`config.mk`:
```
export PLATFORM = sky130hd
export DESIGN_NAME = fpu_sram_sequencer
export DESIGN_NICKNAME = d
export VERILOG_FILES = /design/src/rtl/fpu_sram_sequencer.sv
export SDC_FILE = /design/constraint.sdc
export NUM_CORES = 1
export LEC_CHECK = 0
export BUFFER_PORTS_ARGS = -buffer_cell sky130_fd_sc_hd__buf_2
export CAP_MARGIN = 5
export CELL_PAD_IN_SITES_DETAIL_PLACEMENT = 0
export CELL_PAD_IN_SITES_GLOBAL_PLACEMENT = 1
export CORE_MARGIN = 3
export CORE_UTILIZATION = 30
export CTS_CLUSTER_DIAMETER = 80
export CTS_CLUSTER_SIZE = 30
export DETAILED_ROUTE_END_ITERATION = 16
export GPL_ROUTABILITY_DRIVEN = 1
export PLACE_DENSITY_LB_ADDON = 0.15
export SETUP_SLACK_MARGIN = 0.02
export SLEW_MARGIN = 15
export SYNTH_ARGS = -nofsm -noshare
export SYNTH_HDL_FRONTEND = slang
export SYNTH_SLANG_ARGS = --single-unit
export TNS_END_PERCENT = 20
```
`constraint.sdc`:
```
create_clock -name clk -period 5.1 [get_ports clk]
set_input_delay 0.51 -clock clk [delete_from_list [all_inputs] [get_ports clk]]
set_output_delay 0.51 -clock clk [all_outputs]
set_load 0.01 [all_outputs]
```
`src/rtl/fpu_sram_sequencer.sv`:
```
// fpu_sram_sequencer: reads two SRAM operands, runs the FPU, writes the result back and pulses a response
module fpu_sram_sequencer #(
  parameter int ADDR_WIDTH = 5,
  parameter int DATA_WIDTH = 32,
  parameter int NUM_WMASKS = 4,
  parameter int TIMEOUT    = 64,
  parameter int CNT_WIDTH  = 7
) (
  input  logic                  clk,
  input  logic                  rst,
  input  logic                  cmd_valid,
  output logic                  cmd_ready,
  input  logic [1:0]            cmd_op,
  input  logic [ADDR_WIDTH-1:0] cmd_addr_a,
  input  logic [ADDR_WIDTH-1:0] cmd_addr_b,
  input  logic [ADDR_WIDTH-1:0] cmd_addr_d,
  output logic                  resp_valid,
  output logic                  resp_err,
  output logic [4:0]            resp_flags,
  output logic                  sram_csb0,
  output logic                  sram_web0,
  output logic [NUM_WMASKS-1:0] sram_wmask0,
  output logic [ADDR_WIDTH-1:0] sram_addr0,
  output logic [DATA_WIDTH-1:0] sram_din0,
  input  logic [DATA_WIDTH-1:0] sram_dout0,
  output logic                  sram_csb1,
  output logic [ADDR_WIDTH-1:0] sram_addr1,
  input  logic [DATA_WIDTH-1:0] sram_dout1,
  output logic                  fpu_start,
  output logic [1:0]            fpu_op,
  output logic [DATA_WIDTH-1:0] fpu_a,
  output logic [DATA_WIDTH-1:0] fpu_b,
  input  logic [DATA_WIDTH-1:0] fpu_result,
  input  logic [4:0]            fpu_flags,
  input  logic                  fpu_done
);
  typedef enum logic [2:0] {IDLE, RD, CAP, EXEC, WR, RESP} state_t;
  state_t state, state_n;
  logic [CNT_WIDTH-1:0]  cnt;
  logic [ADDR_WIDTH-1:0] addr_d;
  logic is_move, done_ok, timeout;
  assign cmd_ready = state == IDLE && !rst;
  assign is_move   = fpu_op == 2'd3;
  // the done strobe in the launch cycle belongs to nothing we started
  assign done_ok   = fpu_done && cnt != CNT_WIDTH'(1);
  assign timeout   = cnt == CNT_WIDTH'(TIMEOUT);
  always_comb begin
    state_n = state;
    case (state)
      IDLE:    state_n = cmd_valid ? RD : IDLE;
      RD:      state_n = CAP;
      CAP:     state_n = is_move ? WR : EXEC;
      EXEC:    state_n = done_ok ? WR : timeout ? RESP : EXEC;
      WR:      state_n = RESP;
      default: state_n = IDLE;
    endcase
  end
  always_ff @(posedge clk)
    state <= rst ? IDLE : state_n;
  // pins are registered from the next state so the SRAM sees them for the whole cycle
  always_ff @(posedge clk) begin
    if (rst) begin
      sram_csb0   <= 1'b1;
      sram_web0   <= 1'b1;
      sram_wmask0 <= '0;
      sram_addr0  <= '0;
      sram_din0   <= '0;
      sram_csb1   <= 1'b1;
      sram_addr1  <= '0;
      fpu_start   <= 1'b0;
      fpu_op      <= '0;
      fpu_a       <= '0;
      fpu_b       <= '0;
      resp_valid  <= 1'b0;
      resp_err    <= 1'b0;
      resp_flags  <= '0;
      cnt         <= '0;
      addr_d      <= '0;
    end else begin
      sram_csb0   <= !(state_n == RD || state_n == WR);
      sram_web0   <= state_n != WR;
      sram_wmask0 <= state_n == WR ? '1 : '0;
      sram_csb1   <= state_n != RD;
      fpu_start   <= state == CAP && state_n == EXEC;
      resp_valid  <= state_n == RESP;
      if (state == IDLE && cmd_valid) begin
        fpu_op     <= cmd_op;
        sram_addr0 <= cmd_addr_a;
        sram_addr1 <= cmd_addr_b;
        addr_d     <= cmd_addr_d;
        resp_err   <= 1'b0;
        resp_flags <= '0;
      end
      if (state == CAP) begin
        fpu_a <= sram_dout0;
        fpu_b <= sram_dout1;
      end
      if (state_n == EXEC)
        cnt <= state == EXEC ? cnt + 1'b1 : CNT_WIDTH'(1);
      if (state_n == WR) begin
        sram_addr0 <= addr_d;
        sram_din0  <= state == CAP ? sram_dout0 : fpu_result;
      end
      if (state == EXEC && done_ok)
        resp_flags <= fpu_flags;
      if (state == EXEC && state_n == RESP)
        resp_err <= 1'b1;
    end
  end
endmodule
```
Yosys cells after proc, flatten, opt, wreduce, memory -nomap -nowiden
Cells that the tools add are included.
{"block": "op_classes", "addsub": 1, "n_eq_ne": 13, "n_mux": 14, "reduce_logical": 13}
{"op": "two-way mux 32 bit", "n": 1}
{"op": "two-way mux 5 bit", "n": 4}
{"op": "case mux 3 bit (5 select lines)", "n": 1}
{"op": "equality test 3 x 2 -> 1 bit (second input constant)", "n": 3}
{"op": "equality test 3 bit (second input constant)", "n": 3}
{"op": "two-way mux 3 bit", "n": 3}
{"op": "adder 7 x 1 -> 7 bit (second input constant)", "n": 1}
{"op": "equality test 7 bit (second input constant)", "n": 1}
{"op": "two-way mux 7 bit", "n": 1}
{"op": "inequality test 7 x 1 -> 1 bit (second input constant)", "n": 1}
{"op": "equality test 3 x 1 -> 1 bit (second input constant)", "n": 2}
{"op": "logical AND 1 bit", "n": 6}
{"op": "nonzero test 2 bit", "n": 3}
{"op": "two-way mux 4 bit", "n": 1}
{"op": "zero test 3 bit", "n": 1}
{"op": "two-way mux 1 bit", "n": 3}
{"op": "inequality test 3 x 1 -> 1 bit (second input constant)", "n": 1}
{"op": "inequality test 3 bit (second input constant)", "n": 1}
{"op": "equality test 2 bit (second input constant)", "n": 1}
{"op": "zero test 1 bit", "n": 2}
{"op": "logical OR 1 bit", "n": 1}
{"block": "word_totals", "ff_bits": 138, "in_bits": 122, "output_inout_bits": 124, "word_cells": 58}

Longest topological paths before layout
{"block": "logic_depth", "word_depth": 7, "mapped_depth": 9, "ltp_nobuf": 7}

Least setup slack after synthesis
OpenSTA, ideal clock, no wires.
{"block": "synth_timing", "path_kind": "reg2reg", "startpoint": "register cnt[1]", "endpoint": "register sram_din0[10]", "setup_time_ns": 0.091, "arrival_ns": 1.809, "required_time_ns": 5.009, "path_slack_ns": 3.200, "stages_incl_launch_ff": 10, "n_path_buf": 2, "period_less_slack_ns": 1.900, "cell_sequence": "dfxtp_1 inv_1 ha_1 nor2b_1 a211oi_4 or2_1 buf_6 buf_4 a21oi_1 a311oi_1"}
{"block": "synth_between", "elab_chain_cells": 5, "word_cells_on_any_way": 7, "cone_classes": "3 x eq/ne; 3 x mux; 1 x reduce/logical"}
{"element": "start, declared", "line": "39", "source": "logic [CNT_WIDTH-1:0] cnt;"}
{"element": "start signal, assigned", "line": "99", "source": "cnt <= state == EXEC ? cnt + 1'b1 : CNT_WIDTH'(1);"}
{"element": "equality test 7 bit or inequality test 7 x 1 -> 1 bit (tied branches)", "line": "46, 45"}
{"element": "two-way mux 3 bit or logical AND 1 bit (tied branches)", "line": "53, 45"}
{"element": "two-way mux 3 bit *", "line": "53", "source": "EXEC: state_n = done_ok ? WR : timeout ? RESP : EXEC;"}
{"element": "case mux 3 bit (5 select lines) *", "line": "49", "source": "case (state)"}
{"element": "equality test 3 bit *", "line": "100", "source": "if (state_n == WR) begin"}
{"element": "end signal, assigned", "line": "102", "source": "sram_din0 <= state == CAP ? sram_dout0 : fpu_result;"}
{"element": "end, declared", "line": "24", "source": "output logic [DATA_WIDTH-1:0] sram_din0,"}
Mark *: on every way between the ends. The rest lies on a longest branch, timed or not.
A chain may end at the register's enable or synchronous reset.

Worst setup path in the final report
{"block": "layout_timing", "startpoint": "register state[1]", "endpoint": "register sram_din0[11]"}
{"block": "layout_between", "elab_chain_cells": 3, "word_cells_on_any_way": 8, "cone_classes": "5 x eq/ne; 2 x mux; 1 x reduce/logical"}
{"element": "start, declared", "line": "38", "source": "state_t state, state_n;"}
{"element": "start signal, assigned", "line": "59", "source": "state <= rst ? IDLE : state_n;"}
{"element": "equality test 3 bit, or another cell as far along", "line": "49"}
{"element": "case mux 3 bit (5 select lines)", "line": "49"}
{"element": "equality test 3 bit", "line": "100"}
Parallel ways exist; a longest one is shown, timed or not.

==> results.yml <==
yosys:
  mappedNetlistArea_um2: 5160
  seq_area_frac_synth_pct: 52.3
  syn_nets: 750
  synth_top_area_cell: "dfxtp_1"
  yosysWarnings: 0
  async_reset_ff_share_pct: 0
  synthTopCellsByArea: "dfxtp_1, nand2_1, a21oi_1, a311oi_1, clkbuf_1"
  ys_types: 41
  yosys.area.top_type_share_pct: 52.3
  avgSynthCellArea_um2: 8.26
  postSynthCellCount: 625
  synth_ff_type: "dfxtp_1"
  synth-seq-cells: 135
  synth_edf_count: 0
drt:
  drt_pass1_iterations: 4
  wl_per_cell_um: 16.0
  ant_nets: 0
  via_count: 5209
  via_per_inst: 4.84
  drcViolationCount: 0
  routed_wirelength_um: 17300
  drt_iter0_markers: 206
status:
  status: "complete, no violations"
sta:
  finalHoldViolations: 0
  max_freq_ghz: 0.397
  slew_violations: 0
  rsz0062_at_grt: "false"
  setup_tns_ns: 0
  fin_crit_sh_pct: 49.4
  skew_ns: 0.0130
  fin_ws_ns: 2.58
  worst_pin_slew_ns: 1.05
  setup_violations: 0
  relSlewSlack_pct: 30.1
  period_minus_slack_ns: 2.52
critical_path:
  critPathMaxFanout: 65
  required_ns: 5.42
  end_kind: "flop"
  reg2reg_depth: 7
  reg2reg_slack_ns: 2.58
  crit_type: "flop to flop"
  start_kind: "flop"
  crit_arrival_ns: 2.83
die:
  start_util_pct: 30.9
  die_w_um: 137
  dieHeight_um: 137
  row_count: 47
  ios: 246
  core_um2: 16700
  die-area_um2: 18800
power:
  p_per_area_nw_per_um2: 409
  max-vdd-ir-drop_mv: 0.209
  leakage_nw: 3.14
clock_tree:
  insertion_delay_ns: 0.42
  clkTransAtPathRegs_ns: 0.06
  htreeDepth: 4
  cts_made_buffers: 17
  cts_tree: "built"
  clkSinkCount: 135
  clockBufferDepth: 2
  cts.repair.resized: 0
  cts_setup_buffers: 0
  cts_hold_buf: 0
  root_buffer: "clkbuf_16"
global_routing:
  gr-total-overflow: 0
  grt_pass1_vias: 5104
  antenna_found_initial: 1
  grt_usage_pct: 17.9
  grt_max_degree: 97
  grt_pass1_wl_um: 26100
finish:
  nNetsFinal: 967
  layout-drive-gt1-share_pct: 34.2
  area_delta_synth_final_pct: 37.2
place:
  hpwl_um: 11700
  port_buffers: 245
  pre_cts_ws_ns: 2.51
  gp_congestion: 0.781
run:
  max_cap_viol_count: 0
hold_path:
  worstHoldPathCells: 3
  hold_class: "input port to flop"
[cells in the mapped netlist (2+ instances only)]
| master | count |
|---|---|
| nand2_1 | 195 |
| dfxtp_1 | 135 |
| a21oi_1 | 124 |
| a311oi_1 | 32 |
| clkbuf_1 | 25 |
| nand3_1 | 12 |
| buf_2 | 11 |
| nor2_1 | 11 |
| buf_1 | 9 |
| nor3_1 | 8 |
| inv_1 | 7 |
| a32oi_1 | 6 |
| buf_4 | 5 |
| o211ai_1 | 5 |
| xnor2_1 | 5 |
| ha_1 | 3 |
| nand2b_1 | 3 |
| nor2b_1 | 3 |
| buf_6 | 2 |
| nor3b_1 | 2 |
| o21ai_0 | 2 |
[layer usage]
metal | global-route usage, % | up-vias | wire length (um)
met1 | 20.9 | 2425 | 7050
met3 | 7.41 | 28 | 1460
met5 | 0 | - | 18
li1 | - | 2587 | -
met4 | 7.10 | 2 | 427
met2 | 29.3 | 167 | 8300
[final timing paths]
kind / to / startpoint
max: sram_din0[11]$_SDFFE_PP0P_ / state[1]$_SDFF_PP0_
min: fpu_b[11]$_SDFFE_PP0P_ / sram_dout1[11]
max reg2reg: sram_din0[11]$_SDFFE_PP0P_ / state[1]$_SDFF_PP0_
min reg2reg: fpu_a[23]$_SDFFE_PP0P_ / fpu_a[23]$_SDFFE_PP0P_
[metrics by stage]
step	cell area, um^2	util (%)	power [W]	instances	hold slack [ns]
6_report	7090	42.4	0.00290	1076	0.323
3_3_place_gp	6480	38.8	0.00167	1043	0.440
3_5_place_dp	6480	38.8	0.00168	1043	0.443
4_1_cts	7090	42.4	0.00294	1075	0.312
5_1_grt	7090	42.4	0.00304	1075	0.312
2_1_floorplan	5160	-	0.00148	625	0.437
[layout by cell type (no fill, tap or decap), types with 2 or more instances in the layout]
master,count
nor2_1,10
buf_2,244
dfxtp_1,135
clkinvlp_4,4
nand2b_1,3
a21oi_1,124
nor2_4,2
o211ai_1,5
clkbuf_8,2
nand2_1,195
nor2b_1,3
a32oi_1,6
bufinv_16,3
inv_1,7
ha_1,3
clkinv_2,5
buf_4,6
o21ai_0,2
a311oi_1,32
clkbuf_16,17
nand3_1,12
nor3_1,8
xnor2_1,5
[layout make-up]
cell class	instances	area, um^2
fill	1763	9610
sequential	135	2700
multi-input combinational	431	2210
timing repair buffer	250	1270
clock buffer	19	453
tap	220	275
clock inverter	13	154
inverter	7	26.3
antenna	1	2.50
[state kept, by name (all words and copies together), names as in the netlist]
name	cells
sram_addr1	5
fpu_a	32
fpu_start	1
addr_d	5
sram_web0	1
sram_csb1	1
state	3
sram_wmask0	1
resp_err	1
fpu_b	32
fpu_op	2
resp_valid	1
sram_csb0	1
resp_flags	5
sram_din0	32
cnt	7
sram_addr0	5
[kinds of logic after synthesis]
family,count (synthesis),synth area share [%]
compound gates,179,21.2
buf+inv,59,5.21
simple gates,244,19.6
flops,135,52.3
fa+ha+maj,3,0.727
xor+xnor,5,0.848
[power breakdown]
group | internal, W | total [W] | switching (W)
sequential | 0.00113 | 0.00118 | 0.0000461
combinational | 0.000162 | 0.000477 | 0.000315
clock | 0.000790 | 0.00125 | 0.000457
[critical path, stage by stage, from the launching register on]
cell and delay [ns]:
dfxtp_1 0.49, nor3b_2 0.21, buf_4 0.57, nand2_1 0.20, nand2b_1 0.28, nor2_2 0.05
buf_4 0.24, a311oi_1 0.33
Power figures use the tool's default switching activity.
